File: src/rtl/spad_acq_sched.sv
// Frame-level SPAD acquisition scheduler: arms the readout FSM once per frame and
// wraps each frame's data in header/trailer words; it is the only host FIFO writer.
module spad_acq_sched #(
  parameter logic [15:0] HDR_MAGIC  = 16'hFA5E,
  parameter logic [7:0]  TRL_TAG    = 8'hE0,
  parameter int unsigned GAP_CYCLES = 8
) (
  input  logic        clk,
  input  logic        rst,
  input  logic        start,
  input  logic        stop,
  input  logic [15:0] num_frames,
  input  logic [1:0]  window_cfg,
  input  logic        pll_locked,
  output logic        fsm_en,
  output logic [1:0]  window_cycles,
  input  logic [15:0] fsm_dout,
  input  logic        fsm_wr,
  input  logic        fsm_done,
  output logic [15:0] fifo_din,
  output logic        fifo_wr,
  input  logic        fifo_full,
  output logic        busy,
  output logic [15:0] frame_idx,
  output logic        overflow,
  output logic        lock_lost
);
  localparam int GW = (GAP_CYCLES > 1) ? $clog2(GAP_CYCLES) : 1;
  localparam logic [GW-1:0] GAP_LOAD = GW'(GAP_CYCLES - 1);

  // state | meaning: IDLE wait start | WAIT_LOCK wait pll | HDR0/HDR1 magic, frame index
  // RUN forward readout data | TRAILER tag + drop count | GAP inter-frame idle
  typedef enum logic [2:0] {
    S_IDLE, S_WAIT_LOCK, S_HDR0, S_HDR1, S_RUN, S_TRAILER, S_GAP
  } state_t;

  state_t          r_state, w_state;
  logic [15:0]     r_num, w_num;
  logic [1:0]      r_win, w_win;
  logic [15:0]     r_idx, w_idx;
  logic [7:0]      r_drops, w_drops;
  logic            r_stop_pend, w_stop_pend;
  logic            r_ovf, w_ovf;
  logic            r_lock, w_lock;
  logic            r_en, w_en;
  logic [15:0]     r_din, w_din;
  logic            r_wr, w_wr;
  logic [GW-1:0]   r_gap, w_gap;
  logic            r_busy, w_busy;
  logic [15:0]     w_idx_inc;
  logic            w_stop_any;
  logic            w_last;

  assign w_idx_inc  = r_idx + 16'd1;
  assign w_stop_any = r_stop_pend | stop;
  assign w_last     = (r_num != 16'd0) && (w_idx_inc == r_num);

  always_comb begin
    w_state     = r_state;
    w_num       = r_num;
    w_win       = r_win;
    w_idx       = r_idx;
    w_drops     = r_drops;
    w_stop_pend = r_stop_pend;
    w_ovf       = r_ovf;
    w_lock      = r_lock;
    w_din       = r_din;
    w_wr        = 1'b0;
    w_gap       = r_gap;
    case (r_state)
      S_IDLE: begin
        if (start) begin
          w_win   = window_cfg;
          w_num   = num_frames;
          w_idx   = '0;
          w_ovf   = 1'b0;
          w_lock  = 1'b0;
          w_state = S_WAIT_LOCK;
        end
      end
      S_WAIT_LOCK: begin
        if (stop)            w_state = S_IDLE;
        else if (pll_locked) w_state = S_HDR0;
      end
      S_HDR0: begin
        if (stop) w_stop_pend = 1'b1;
        if (!fifo_full) begin
          w_wr    = 1'b1;
          w_din   = HDR_MAGIC;
          w_state = S_HDR1;
        end
      end
      S_HDR1: begin
        if (stop) w_stop_pend = 1'b1;
        if (!fifo_full) begin
          w_wr    = 1'b1;
          w_din   = r_idx;
          w_state = S_RUN;
        end
      end
      S_RUN: begin
        if (stop) w_stop_pend = 1'b1;
        // The readout FSM cannot stall, so a word that meets a full FIFO is lost.
        if (fsm_wr) begin
          if (!fifo_full) begin
            w_wr  = 1'b1;
            w_din = fsm_dout;
          end else begin
            w_ovf = 1'b1;
            if (r_drops != 8'hFF) w_drops = r_drops + 8'd1;
          end
        end
        if (!pll_locked) begin
          w_lock  = 1'b1;
          w_state = S_TRAILER;
        end else if (fsm_done) begin
          w_state = S_TRAILER;
        end
      end
      S_TRAILER: begin
        if (stop) w_stop_pend = 1'b1;
        if (!fifo_full) begin
          w_wr    = 1'b1;
          w_din   = {TRL_TAG, r_drops};
          w_drops = '0;
          if (w_stop_any || r_lock || w_last) begin
            w_state = S_IDLE;
          end else begin
            w_idx   = w_idx_inc;
            w_gap   = GAP_LOAD;
            w_state = S_GAP;
          end
        end
      end
      S_GAP: begin
        if (stop) w_stop_pend = 1'b1;
        if (r_gap == '0) begin
          if (w_stop_any)      w_state = S_IDLE;
          else if (pll_locked) w_state = S_HDR0;
          else                 w_state = S_WAIT_LOCK;
        end else begin
          w_gap = r_gap - GW'(1);
        end
      end
      default: w_state = S_IDLE;
    endcase
    if (w_state == S_IDLE) w_stop_pend = 1'b0;
  end

  // fsm_en is withheld on the RUN entry cycle and drops on the cycle RUN is left.
  assign w_en   = (r_state == S_RUN) && (w_state == S_RUN);
  assign w_busy = (w_state != S_IDLE);

  always_ff @(posedge clk) begin
    if (rst) begin
      r_state     <= S_IDLE;
      r_num       <= '0;
      r_win       <= '0;
      r_idx       <= '0;
      r_drops     <= '0;
      r_stop_pend <= 1'b0;
      r_ovf       <= 1'b0;
      r_lock      <= 1'b0;
      r_en        <= 1'b0;
      r_din       <= '0;
      r_wr        <= 1'b0;
      r_gap       <= '0;
      r_busy      <= 1'b0;
    end else begin
      r_state     <= w_state;
      r_num       <= w_num;
      r_win       <= w_win;
      r_idx       <= w_idx;
      r_drops     <= w_drops;
      r_stop_pend <= w_stop_pend;
      r_ovf       <= w_ovf;
      r_lock      <= w_lock;
      r_en        <= w_en;
      r_din       <= w_din;
      r_wr        <= w_wr;
      r_gap       <= w_gap;
      r_busy      <= w_busy;
    end
  end

  assign fsm_en        = r_en;
  assign window_cycles = r_win;
  assign fifo_din      = r_din;
  assign fifo_wr       = r_wr;
  assign busy          = r_busy;
  assign frame_idx     = r_idx;
  assign overflow      = r_ovf;
  assign lock_lost     = r_lock;
endmodule

File: config.mk
export PLATFORM = sky130hd
export DESIGN_NAME = spad_acq_sched
export DESIGN_NICKNAME = d
export VERILOG_FILES = /design/src/rtl/spad_acq_sched.sv
export SDC_FILE = /design/constraint.sdc
export NUM_CORES = 1
export LEC_CHECK = 0
export BUFFER_PORTS_ARGS = -buffer_cell sky130_fd_sc_hd__buf_2
export CAP_MARGIN = 20
export CELL_PAD_IN_SITES_DETAIL_PLACEMENT = 0
export CELL_PAD_IN_SITES_GLOBAL_PLACEMENT = 2
export CORE_ASPECT_RATIO = 1.2
export CORE_MARGIN = 2
export CORE_UTILIZATION = 29
export CTS_CLUSTER_DIAMETER = 200
export DETAILED_ROUTE_END_ITERATION = 6
export PLACE_DENSITY_LB_ADDON = 0.1
export SYNTH_ARGS = -nofsm -noshare
export SYNTH_HDL_FRONTEND = slang
export SYNTH_SLANG_ARGS = --single-unit
File: constraint.sdc
create_clock -name clk -period 2.1 [get_ports clk]
set_input_delay 0.105 -clock clk [delete_from_list [all_inputs] [get_ports clk]]
set_output_delay 0.105 -clock clk [all_outputs]
set_load 0.03 [all_outputs]
==> results of run 1 <==
-- critical path: stages, from the launching register on --
cell and delay [ns]:
dfxtp_4 0.39, ha_4 0.17, nand3_4 0.07, a2111o_1 0.44, a221oi_4 0.31, buf_4 0.17, nand4_4 0.12, o2bb2ai_2 0.18
or3_1 0.33
-- sequential cells by signal (all words and copies together), names as in the netlist --
name	cells
fifo_din	16
frame_idx	16
fifo_wr	1
window_cycles	2
r_gap	3
fsm_en	1
r_num	16
r_state	3
busy	1
r_drops	8
overflow	1
r_stop_pend	1
lock_lost	1
-- layer usage --
metal,GRT usage,up-vias
li1,-,2197
met1,0.240,2080
met2,0.360,120
met3,0.0283,30
met4,0.0840,0
met5,0,-
-- cells by family (layout without fill, tap and decap cells) --
kind of cell,Yosys count,in the layout,share of synthesized area
and+or+nand+nor,236,236,0.311
AOI/OAI and AO/OA,128,128,0.208
DFF,70,70,0.341
buffers and inverters,48,210,0.0578
xor gates and xnor gates,26,26,0.0554
muxes,6,6,0.0149
adders and majority gates,4,4,0.0122
-- layout make-up --
class                   count  area share
well taps                 171      0.0364
repair buffers            188       0.216
inverters                   6     0.00384
flip-flops and latches     70       0.246
clock inverters             7     0.00810
clock buffers               9      0.0384
multi-input cells         400       0.451
-- report_power, final --
group	leakage, nW	switching (mW)	internal [mW]
Combinational	1.72	0.288	0.226
Sequential	0.578	0.0306	1.35
Clock	0.140	0.656	0.805
Total	2.43	0.975	2.38
-- worst max-delay path by stage --
stage / start / endpoint / slack [ns]
5_1_grt: frame_idx[0] / busy / -0.28
6_report: frame_idx[0] / busy / -0.19
4_1_cts: frame_idx[0] / busy / -0.16
3_5_place_dp: frame_idx[0] / frame_idx[12] / -0.23
3_3_place_gp: frame_idx[8] / busy / -0.19
2_1_floorplan: frame_idx[5] / busy / -0.13
-- stage by stage --
step / total power, mW / utilization / instances / TNS, ns / setup WS, ns
finish: 3.36 / 0.425 / 851 / -2.58 / -0.194
global placement: 1.89 / 0.380 / 814 / -2.68 / -0.188
CTS: 3.38 / 0.420 / 850 / -1.74 / -0.157
global route: 3.51 / 0.425 / 851 / -4.87 / -0.282
floorplan: 1.69 / - / 518 / -1.28 / -0.132
detailed placement: 1.89 / 0.380 / 814 / -3.33 / -0.228
-- layout by cell type, fill, tap and decap left out, drive strengths merged, types with 3 or more instances in the layout --
cell type / netlist / final
a22oi: 3 / 3
a21boi: 5 / 5
a311oi: 3 / 3
nand4: 13 / 13
o211ai: 4 / 4
inv: 6 / 9
or3: 4 / 4
xnor2: 18 / 18
and3: 6 / 6
dlygate4sd3: 0 / 14
o22ai: 3 / 3
buf: 17 / 174
nor2: 47 / 47
a211oi: 7 / 7
nor3: 21 / 21
xor2: 8 / 8
nor4: 10 / 10
and2: 3 / 3
o21ai: 17 / 17
clkbuf: 25 / 9
a31oi: 8 / 8
and4: 7 / 7
nand2: 72 / 72
nor3b: 4 / 4
dfxtp: 70 / 70
ha: 4 / 4
nor2b: 10 / 10
or2: 4 / 4
nand2b: 15 / 15
nand3: 10 / 10
a21oi: 44 / 44
o221ai: 10 / 10
clkinv: 0 / 4
o311ai: 3 / 3
a221oi: 4 / 4
mux2i: 5 / 5
nand3b: 4 / 4
-- repair_timing --
item,4_1_cts,5_1_grt
buffers inserted,6,1
endpoints found under the hold margin,14,0
cloned,0,0
endpoints found under the setup margin,22,22
resized for setup,19,10
pin swaps,14,2
hold buffers,14,0
==> impl_metrics.env, run 1 <==
export IMPL_clk_pin_slew_ns=0.06
export IMPL_slew_viol_final=0
export IMPL_yosysTopAreaCell="dfxtp_1"
export IMPL_placedInstanceArea_um2=5260
export IMPL_route_met3_wl_um=570
export IMPL_io_buffers=80
export IMPL_leakage_nw=2.43
export IMPL_reg2reg_to="busy"
export IMPL_min_path_cells=3
export IMPL_period_minus_slack_ns=2.29
export IMPL_post_dp_hpwl_um=11500
export IMPL_netlist_top_cells_count="72 x nand2_1, 70 x dfxtp_1, 46 x nor2_1"
export IMPL_yosysSeqAreaShare=0.341
export IMPL_clockBufferDepth=2
export IMPL_drtPass1Iterations=5
export IMPL_synthesis_nets=564
export IMPL_cp_start_kind="flip-flop"
export IMPL_post_route_period_util=1.09
export IMPL_synth_top_area_frac=0.341
export IMPL_critPathMaxFanout=4
export IMPL_rows=47
export IMPL_top_layer_used="met4"
export IMPL_relSlewSlack=0.638
export IMPL_synth_top_flop_cell="dfxtp_1"
export IMPL_syn_area_per_cell_um2=7.94
export IMPL_routed_wl_met2_um=7730
export IMPL_die_w_um=113
export IMPL_cp_arrival_ns=2.52
export IMPL_first_iter_violations=206
export IMPL_reg2reg_depth=8
export IMPL_n_fill_cell=1442
export IMPL_whs_ns=0.0106
export IMPL_grtUsageTotal=0.201
export IMPL_r2r_start="frame_idx[0]"
export IMPL_layout_nets=721
export IMPL_final_area_um2=5870
export IMPL_core_area_um2=13800
export IMPL_layout_drive_gt1_share=0.363
export IMPL_rsz0062_at_grt="true"
export IMPL_hold_path_class="primary input to flip-flop"
export IMPL_ys_seq_elements=70
export IMPL_wl_per_cell_um=17.8
export IMPL_min_from="num_frames[12]"
export IMPL_start_util=0.298
export IMPL_layout_setup_ws_ns=-0.194
export IMPL_multi_input_area_um2=2650
export IMPL_rrSetupSlack_ns=-0.19
export IMPL_met1_length_um=6440
export IMPL_yosysMostFrequentCell="nand2_1"
export IMPL_routed_wl_um=15100
export IMPL_die_h_um=134
export IMPL_yosysWarningCount=0
export IMPL_route_detailed_drc=0
export IMPL_synthDistinctLibCells=68
export IMPL_violations="negative setup slack"
export IMPL_area_growth_syn_to_layout_pct=42.7
export IMPL_grt_max_degree=24
export IMPL_async_flop_share=0
export IMPL_hold_violations=0
export IMPL_overflow=0
export IMPL_crit_type="flip-flop to flip-flop"
export IMPL_setup_viol=22
export IMPL_grt_pass1_wl_um=23900
export IMPL_vias_per_cell=5.20
export IMPL_drv_cap=0
export IMPL_cts_root_buffer="clkbuf_16"
export IMPL_gp_congestion=0.856
export IMPL_cp_end_kind="flip-flop"
export IMPL_status="complete, but fails checks"
export IMPL_num_vias=4427
export IMPL_fp_dieArea_um2=15200
export IMPL_antenna_cells=0
export IMPL_register_area_um2=1450
export IMPL_io_pins=81
export IMPL_p_per_area_nw_per_um2=572
export IMPL_cp_required_ns=2.32
export IMPL_synthTopCellsByArea="dfxtp_1 34%, nand2_1 6.6%, a21oi_1 5.4%, nor2_1 4.2%, xnor2_1 3.8%"
export IMPL_fmax_mhz=436
export IMPL_synth_edf_count=0
export IMPL_clock_sinks=70
export IMPL_grt_pass1_vias=4482
export IMPL_worst_slew_pin_slew_ns=0.542
export IMPL_htreeDepth=3
export IMPL_numCtsBuffers=9
export IMPL_cts_tree="done"
export IMPL_clk_latency_ns=0.34
export IMPL_ir_drop_v=0.000288
export IMPL_syn_area_um2=4110
export IMPL_antenna_found_initial=0
export IMPL_skew_ns=0.00581
export IMPL_worstHoldEndpoint="r_num[12]"
export IMPL_final_antenna_net_count=0
export IMPL_synthCells=518
Note: power is estimated with default switching activity, not from simulation.
==> inputs of run 2 (changes only) <==
--- a/config.mk
+++ b/config.mk
@@ -10,11 +10,11 @@
 export CELL_PAD_IN_SITES_DETAIL_PLACEMENT = 0
 export CELL_PAD_IN_SITES_GLOBAL_PLACEMENT = 2
 export CORE_ASPECT_RATIO = 1.2
-export CORE_MARGIN = 2
 export CORE_UTILIZATION = 29
 export CTS_CLUSTER_DIAMETER = 200
 export DETAILED_ROUTE_END_ITERATION = 6
 export PLACE_DENSITY_LB_ADDON = 0.1
+export SKIP_LAST_GASP = 1
 export SYNTH_ARGS = -nofsm -noshare
 export SYNTH_HDL_FRONTEND = slang
 export SYNTH_SLANG_ARGS = --single-unit
==> run 2 against run 1 <==
Against the previous run:
- the run still ends with negative setup slack left
- final cell count rose by 1.6%
- clock skew is 0.0014 ns lower
- first-iteration DRC count rose by 13%
- hold slack better by 0.048 ns
- maximum frequency is 2.3% lower
- critical path depth is the same
- via count grew 1.4%
- sequential power about the same
- critical path type unchanged
- largest cell class unchanged
- highest routed layer unchanged
==> impl_metrics.env, run 2 (same netlist as run 1, synthesis figures left out) <==
export IMPL_status="complete, but fails checks"
export IMPL_violations="negative setup slack"
export IMPL_die_h_um=132
export IMPL_grt_pass1_wl_um=24500
export IMPL_critPathMaxStageDelay_ns=0.45
export IMPL_r2r_start="frame_idx[2]"
export IMPL_overflow=0
export IMPL_multi_input_area_um2=2670
export IMPL_cp_start_kind="flip-flop"
export IMPL_reg2reg_to="busy"
export IMPL_drtPass1Iterations=4
export IMPL_num_vias=4487
export IMPL_grt_max_degree=25
export IMPL_hold_path_class="primary input to flip-flop"
export IMPL_numCtsBuffers=9
export IMPL_clock_sinks=70
export IMPL_grt_pass1_vias=4451
export IMPL_cts_tree="done"
export IMPL_rows=47
export IMPL_fp_dieArea_um2=14700
export IMPL_slew_viol_final=0
export IMPL_layout_setup_ws_ns=-0.248
export IMPL_route_detailed_drc=0
export IMPL_grtUsageTotal=0.216
export IMPL_stdcell_count=865
export IMPL_n_fill_cell=1401
export IMPL_layout_nets=735
export IMPL_cp_required_ns=2.33
export IMPL_cp_arrival_ns=2.57
export IMPL_reg2reg_depth=8
export IMPL_post_dp_hpwl_um=11500
export IMPL_period_minus_slack_ns=2.35
export IMPL_register_area_um2=1450
export IMPL_wl_per_cell_um=17.9
export IMPL_start_util=0.298
export IMPL_layout_drive_gt1_share=0.372
export IMPL_area_growth_syn_to_layout_pct=46.8
export IMPL_die_w_um=111
export IMPL_crit_type="flip-flop to flip-flop"
export IMPL_routed_wl_um=15500
export IMPL_relSlewSlack=0.541
export IMPL_htreeDepth=3
export IMPL_ir_drop_v=0.000316
export IMPL_antenna_found_initial=0
export IMPL_clockBufferDepth=2
export IMPL_cp_cell_sequence="buf_4 -> a31oi_1 -> o21ai_0 -> a31oi_4 -> a221oi_4 -> nand4_4 -> o2bb2ai_2 -> or3_1"
export IMPL_clk_pin_slew_ns=0.06
export IMPL_clk_latency_ns=0.35
export IMPL_rsz0062_at_grt="true"
export IMPL_final_antenna_net_count=0
export IMPL_io_buffers=80
export IMPL_rrSetupSlack_ns=-0.25
export IMPL_first_iter_violations=232
export IMPL_whs_ns=0.0591
export IMPL_post_route_period_util=1.12
export IMPL_startpoint="frame_idx[2]"
export IMPL_drv_cap=0
export IMPL_vias_per_cell=5.19
export IMPL_cts_root_buffer="clkbuf_16"
export IMPL_io_pins=81
export IMPL_dp_cells=819
export IMPL_gp_congestion=0.874
export IMPL_cp_end_kind="flip-flop"
export IMPL_setup_viol=22
export IMPL_skew_ns=0.00442
export IMPL_p_per_area_nw_per_um2=558
export IMPL_hold_violations=0
export IMPL_critPathMaxFanout=11
export IMPL_antenna_cells=0
export IMPL_core_area_um2=13800
export IMPL_leakage_nw=2.50
export IMPL_final_common_cell="buf_4"
export IMPL_layout_common_cells="95 x buf_4, 80 x buf_2, 72 x nand2_1"
export IMPL_fmax_mhz=426
export IMPL_setup_worst_path_end="busy"
export IMPL_crit_path_top_delay_cell="dfxtp_4"
export IMPL_worst_slew_pin_slew_ns=0.687
==> run 2: stage by stage <==
stage	power (mW)	setup WS, ns	cell area (µm²)	setup TNS (ns)	utilization
6_report	3.37	-0.248	6040	-4.07	0.437
5_1_grt	3.52	-0.351	6040	-6.06	0.437
4_1_cts	3.42	-0.183	5920	-2.67	0.429
3_5_place_dp	1.89	-0.249	5300	-3.53	0.383
3_3_place_gp	1.89	-0.249	5300	-3.03	0.383
2_1_floorplan	1.69	-0.132	4220	-1.28	-
==> run 2: how the worst min path moves through the flow <==
stage | end | slack, ns | startpoint | depth (start not counted)
final | fsm_en | 0.06 | pll_locked | 2
after global routing | fsm_en | 0.06 | pll_locked | 2
after CTS | fsm_en | 0.05 | pll_locked | 2
after detailed placement | r_num[14] | 0.35 | num_frames[14] | 3
after global placement | r_num[11] | 0.34 | num_frames[11] | 3
after floorplan | r_num[7] | 0.24 | num_frames[7] | 2
==> run 2: timing repair <==
action                                  CTS  global route
pin swaps                                 9             6
buffers inserted                         10             2
endpoints found under the setup margin   22            23
hold buffers                             18             0
resized for setup                        20            17
hold endpoints to repair                 18             0
==> run 2: per-layer routing <==
layer  vias up  GRT usage  wire [µm]
met1      2110      0.266       6580
met5         -          0          0
met3        31     0.0421        699
met4         0      0.109        513
li1       2221          -          -
met2       125      0.360       7670
==> run 2: worst max-delay path, delay by kind of cell, from the launching register on <==
kind,cells,cell delay (ns)
AOI/OAI and AO/OA,5,1.13
and+or+nand+nor,2,0.51
DFF,1,0.45
buffers and inverters,1,0.14
==> run 2: cell type report <==
| cell class | instances | area share |
|---|---|---|
| clock buffers | 11 | 0.0402 |
| clock inverters | 5 | 0.00518 |
| inverters | 6 | 0.00373 |
| multi-input cells | 400 | 0.442 |
| flip-flops and latches | 70 | 0.240 |
| well taps | 171 | 0.0354 |
| repair buffers | 202 | 0.234 |
==> run 2: where the power goes <==
group	switching, mW	internal (mW)	total [mW]
Combinational	0.290	0.231	0.521
Clock	0.629	0.834	1.46
Sequential	0.0330	1.35	1.39
Total	0.952	2.42	3.37
==> inputs of run 3 (changes only) <==
--- a/config.mk
+++ b/config.mk
@@ -5,12 +5,13 @@
 export SDC_FILE = /design/constraint.sdc
 export NUM_CORES = 1
 export LEC_CHECK = 0
+export ABC_AREA = 1
 export BUFFER_PORTS_ARGS = -buffer_cell sky130_fd_sc_hd__buf_2
 export CAP_MARGIN = 20
 export CELL_PAD_IN_SITES_DETAIL_PLACEMENT = 0
 export CELL_PAD_IN_SITES_GLOBAL_PLACEMENT = 2
 export CORE_ASPECT_RATIO = 1.2
-export CORE_UTILIZATION = 29
+export CORE_UTILIZATION = 26
 export CTS_CLUSTER_DIAMETER = 200
 export DETAILED_ROUTE_END_ITERATION = 6
 export PLACE_DENSITY_LB_ADDON = 0.1
==> run 3 against run 2 <==
Against the previous run:
- the run still ends with negative setup slack left
- sequential power increased by 3%
- highest routed layer unchanged
- count of clock-buffer cells in the layout decreased by 1
- die area increased by 5.8%
- combinational power increased by 0.8%
- global-route usage decreased by 1.8 points
- sequential cell count unchanged
- maximum frequency increased by 7.8%
- first-iteration DRC count decreased by 33%
- clock power increased by 9.6%
- via count decreased by 0.16%
- synthesized cell count increased by 16%
==> impl_metrics.env, run 3 <==
export IMPL_status="complete, but fails checks"
export IMPL_violations="negative setup slack"
export IMPL_clk_pin_slew_ns=0.06
export IMPL_die_w_um=114
export IMPL_synthTopCellsByArea="dfxtp_1 36%, nand2_1 17%, inv_1 6.6%, nand3_1 6.1%, nor2_1 5.5%"
export IMPL_min_from="window_cfg[0]"
export IMPL_final_antenna_net_count=0
export IMPL_yosysTopAreaCell="dfxtp_1"
export IMPL_routed_wl_um=14700
export IMPL_syn_area_per_cell_um2=6.49
export IMPL_tns_ns=-0.869
export IMPL_layout_nets=811
export IMPL_die_h_um=136
export IMPL_hold_violations=0
export IMPL_grt_pass1_vias=4491
export IMPL_cp_required_ns=2.31
export IMPL_grt_use_met2=0.352
export IMPL_reg2reg_depth=15
export IMPL_vias_per_cell=4.62
export IMPL_critPathMaxStageDelay_ns=0.38
export IMPL_n_fill_cell=1648
export IMPL_gp_congestion=0.829
export IMPL_io_buffers=80
export IMPL_htreeDepth=3
export IMPL_p_per_area_nw_per_um2=626
export IMPL_cp_end_kind="flip-flop"
export IMPL_grtUsageMet3=0.0366
export IMPL_start_util=0.269
export IMPL_synth_top_area_frac=0.359
export IMPL_cp_arrival_ns=2.39
export IMPL_synthesis_nets=648
export IMPL_grt_pass1_wl_um=23100
export IMPL_clock_sinks=70
export IMPL_wl_per_cell_um=15.1
export IMPL_clockBufferDepth=2
export IMPL_fmax_mhz=459
export IMPL_yosysWarningCount=0
export IMPL_layout_setup_ws_ns=-0.0783
export IMPL_crit_top_cell="nor2_1"
export IMPL_core_area_um2=14500
export IMPL_rows=48
export IMPL_cts_tree="done"
export IMPL_setup_viol=18
export IMPL_cp_start_kind="flip-flop"
export IMPL_area_growth_syn_to_layout_pct=45.4
export IMPL_synth_edf_count=0
export IMPL_async_flop_share=0
export IMPL_met1_usage=0.239
export IMPL_clk_latency_ns=0.34
export IMPL_grt_max_degree=33
export IMPL_overflow=0
export IMPL_synthDistinctLibCells=41
export IMPL_route_detailed_drc=0
export IMPL_whs_ns=0.00874
export IMPL_fp_dieArea_um2=15500
export IMPL_crit_path_top_delay_cell="dfxtp_4"
export IMPL_synth_top_flop_cell="dfxtp_1"
export IMPL_r2r_start="frame_idx[0]"
export IMPL_dp_cells=944
export IMPL_hold_path_class="primary input to flip-flop"
export IMPL_yosysSeqAreaShare=0.359
export IMPL_numCtsBuffers=9
export IMPL_layout_common_cells="160 x nand2_1, 80 x buf_2, 80 x buf_4"
export IMPL_antenna_cells=0
export IMPL_critPathMaxFanout=8
export IMPL_crit_type="flip-flop to flip-flop"
export IMPL_reg2reg_to="frame_idx[8]"
export IMPL_num_vias=4480
export IMPL_slew_viol_final=0
export IMPL_leakage_nw=2.58
export IMPL_worst_slew_pin_slew_ns=0.474
export IMPL_startpoint="frame_idx[0]"
export IMPL_post_route_period_util=1.04
export IMPL_drv_cap=0
export IMPL_dp_worst_setup_slack_ns=-0.240
export IMPL_register_area_um2=1420
export IMPL_min_path_cells=3
export IMPL_ir_drop_v=0.000375
export IMPL_rrSetupSlack_ns=-0.08
export IMPL_rsz0062_at_grt="true"
export IMPL_syn_area_um2=3910
export IMPL_ys_seq_elements=70
export IMPL_synthCells=602
export IMPL_stdcell_count=970
export IMPL_setup_worst_path_end="frame_idx[8]"
export IMPL_drtPass1Iterations=5
export IMPL_skew_ns=0.00702
export IMPL_yosysMostFrequentCell="nand2_1"
export IMPL_post_dp_hpwl_um=11300
export IMPL_grtUsageTotal=0.198
export IMPL_multi_input_area_um2=2290
export IMPL_antenna_found_initial=0
export IMPL_cts_root_buffer="clkbuf_16"
export IMPL_cp_cell_sequence="nand2_2 -> nor2_4 -> buf_6 -> nand3_1 -> nand3_2 -> nand2_1 -> nor2_1 -> nand3_1 -> nor2_1 -> nand3_2 -> nand3_4 -> nand2_4 -> buf_12 -> o21ai_2 -> nor2_1"
export IMPL_period_minus_slack_ns=2.18
export IMPL_layout_drive_gt1_share=0.336
export IMPL_netlist_top_cells_count="174 x nand2_1, 70 x dfxtp_1, 69 x inv_1"
export IMPL_relSlewSlack=0.684
export IMPL_final_common_cell="nand2_1"
export IMPL_top_usage_layer="met2"
export IMPL_first_iter_violations=155
export IMPL_io_pins=81
[run 3: cell types whose count changed after synthesis, sizes merged, moves of 16 or more]
cell	delta
nand3	+40
nor2	+18
nand2	+107
xnor2	-16
o21ai	+24
inv	+67
[run 3: layout make-up]
| cell class | count | area share |
|---|---|---|
| Clock buffer | 10 | 0.0421 |
| Sequential cell | 70 | 0.250 |
| Inverter | 75 | 0.0509 |
| Tap cell | 200 | 0.0441 |
| Multi-Input combinational cell | 440 | 0.404 |
| Clock inverter | 6 | 0.0119 |
| Timing Repair Buffer | 169 | 0.197 |
[run 3: what timing repair did]
action                                 4_1_cts  5_1_grt
setup buffers                                8        0
endpoints found under the hold margin        2        0
hold buffers                                 2        0
pin swaps                                   17        5
gates resized for setup                     38       16
setup endpoints to repair                   22       32
[run 3: power breakdown]
group / internal [mW] / total, mW / leakage (nW) / switching [mW]
Combinational: 0.206 / 0.525 / 1.86 / 0.318
Clock: 0.959 / 1.60 / 0.153 / 0.640
Sequential: 1.38 / 1.43 / 0.574 / 0.0480
[run 3: logic make-up (layout without fill, tap and decap cells)]
family                   count (synthesis)  count (layout)  share of synthesized area
buffers and inverters                   92             260                     0.0913
XOR/XNOR                                 3               3                    0.00673
adder cells (fa/ha/maj)                  4               4                     0.0128
flip-flops                              70              70                      0.359
AO/OA/AOI/OAI                          119             119                      0.181
AND/OR/NAND/NOR                        314             314                      0.349
[run 3: critical path, delay by kind of cell, from the launching register on]
| kind | cells | cell delay (ns) |
|---|---|---|
| AND/OR/NAND/NOR | 12 | 1.29 |
| flip-flops | 1 | 0.38 |
| buffers and inverters | 2 | 0.29 |
| AO/OA/AOI/OAI | 1 | 0.10 |
[run 3: how the worst min path moves through the flow]
stage,endpoint
4_1_cts,window_cycles[0]
3_3_place_gp,window_cycles[1]
6_report,window_cycles[0]
2_1_floorplan,r_num[0]
5_1_grt,window_cycles[0]
3_5_place_dp,window_cycles[1]
[run 3: metal layers]
layer / routed length (µm) / share of wire
met1: 6530 / 0.44
met2: 7340 / 0.50
met3: 514 / 0.035
met4: 303 / 0.021
met5: 0 / 0
[run 3: metrics by stage]
stage | cell area (µm²) | power, mW | util
2_1_floorplan | 3940 | 1.72 | -
3_3_place_gp | 5120 | 1.96 | 0.352
3_5_place_dp | 5120 | 1.96 | 0.352
4_1_cts | 5640 | 3.60 | 0.388
5_1_grt | 5680 | 3.72 | 0.391
6_report | 5680 | 3.55 | 0.391
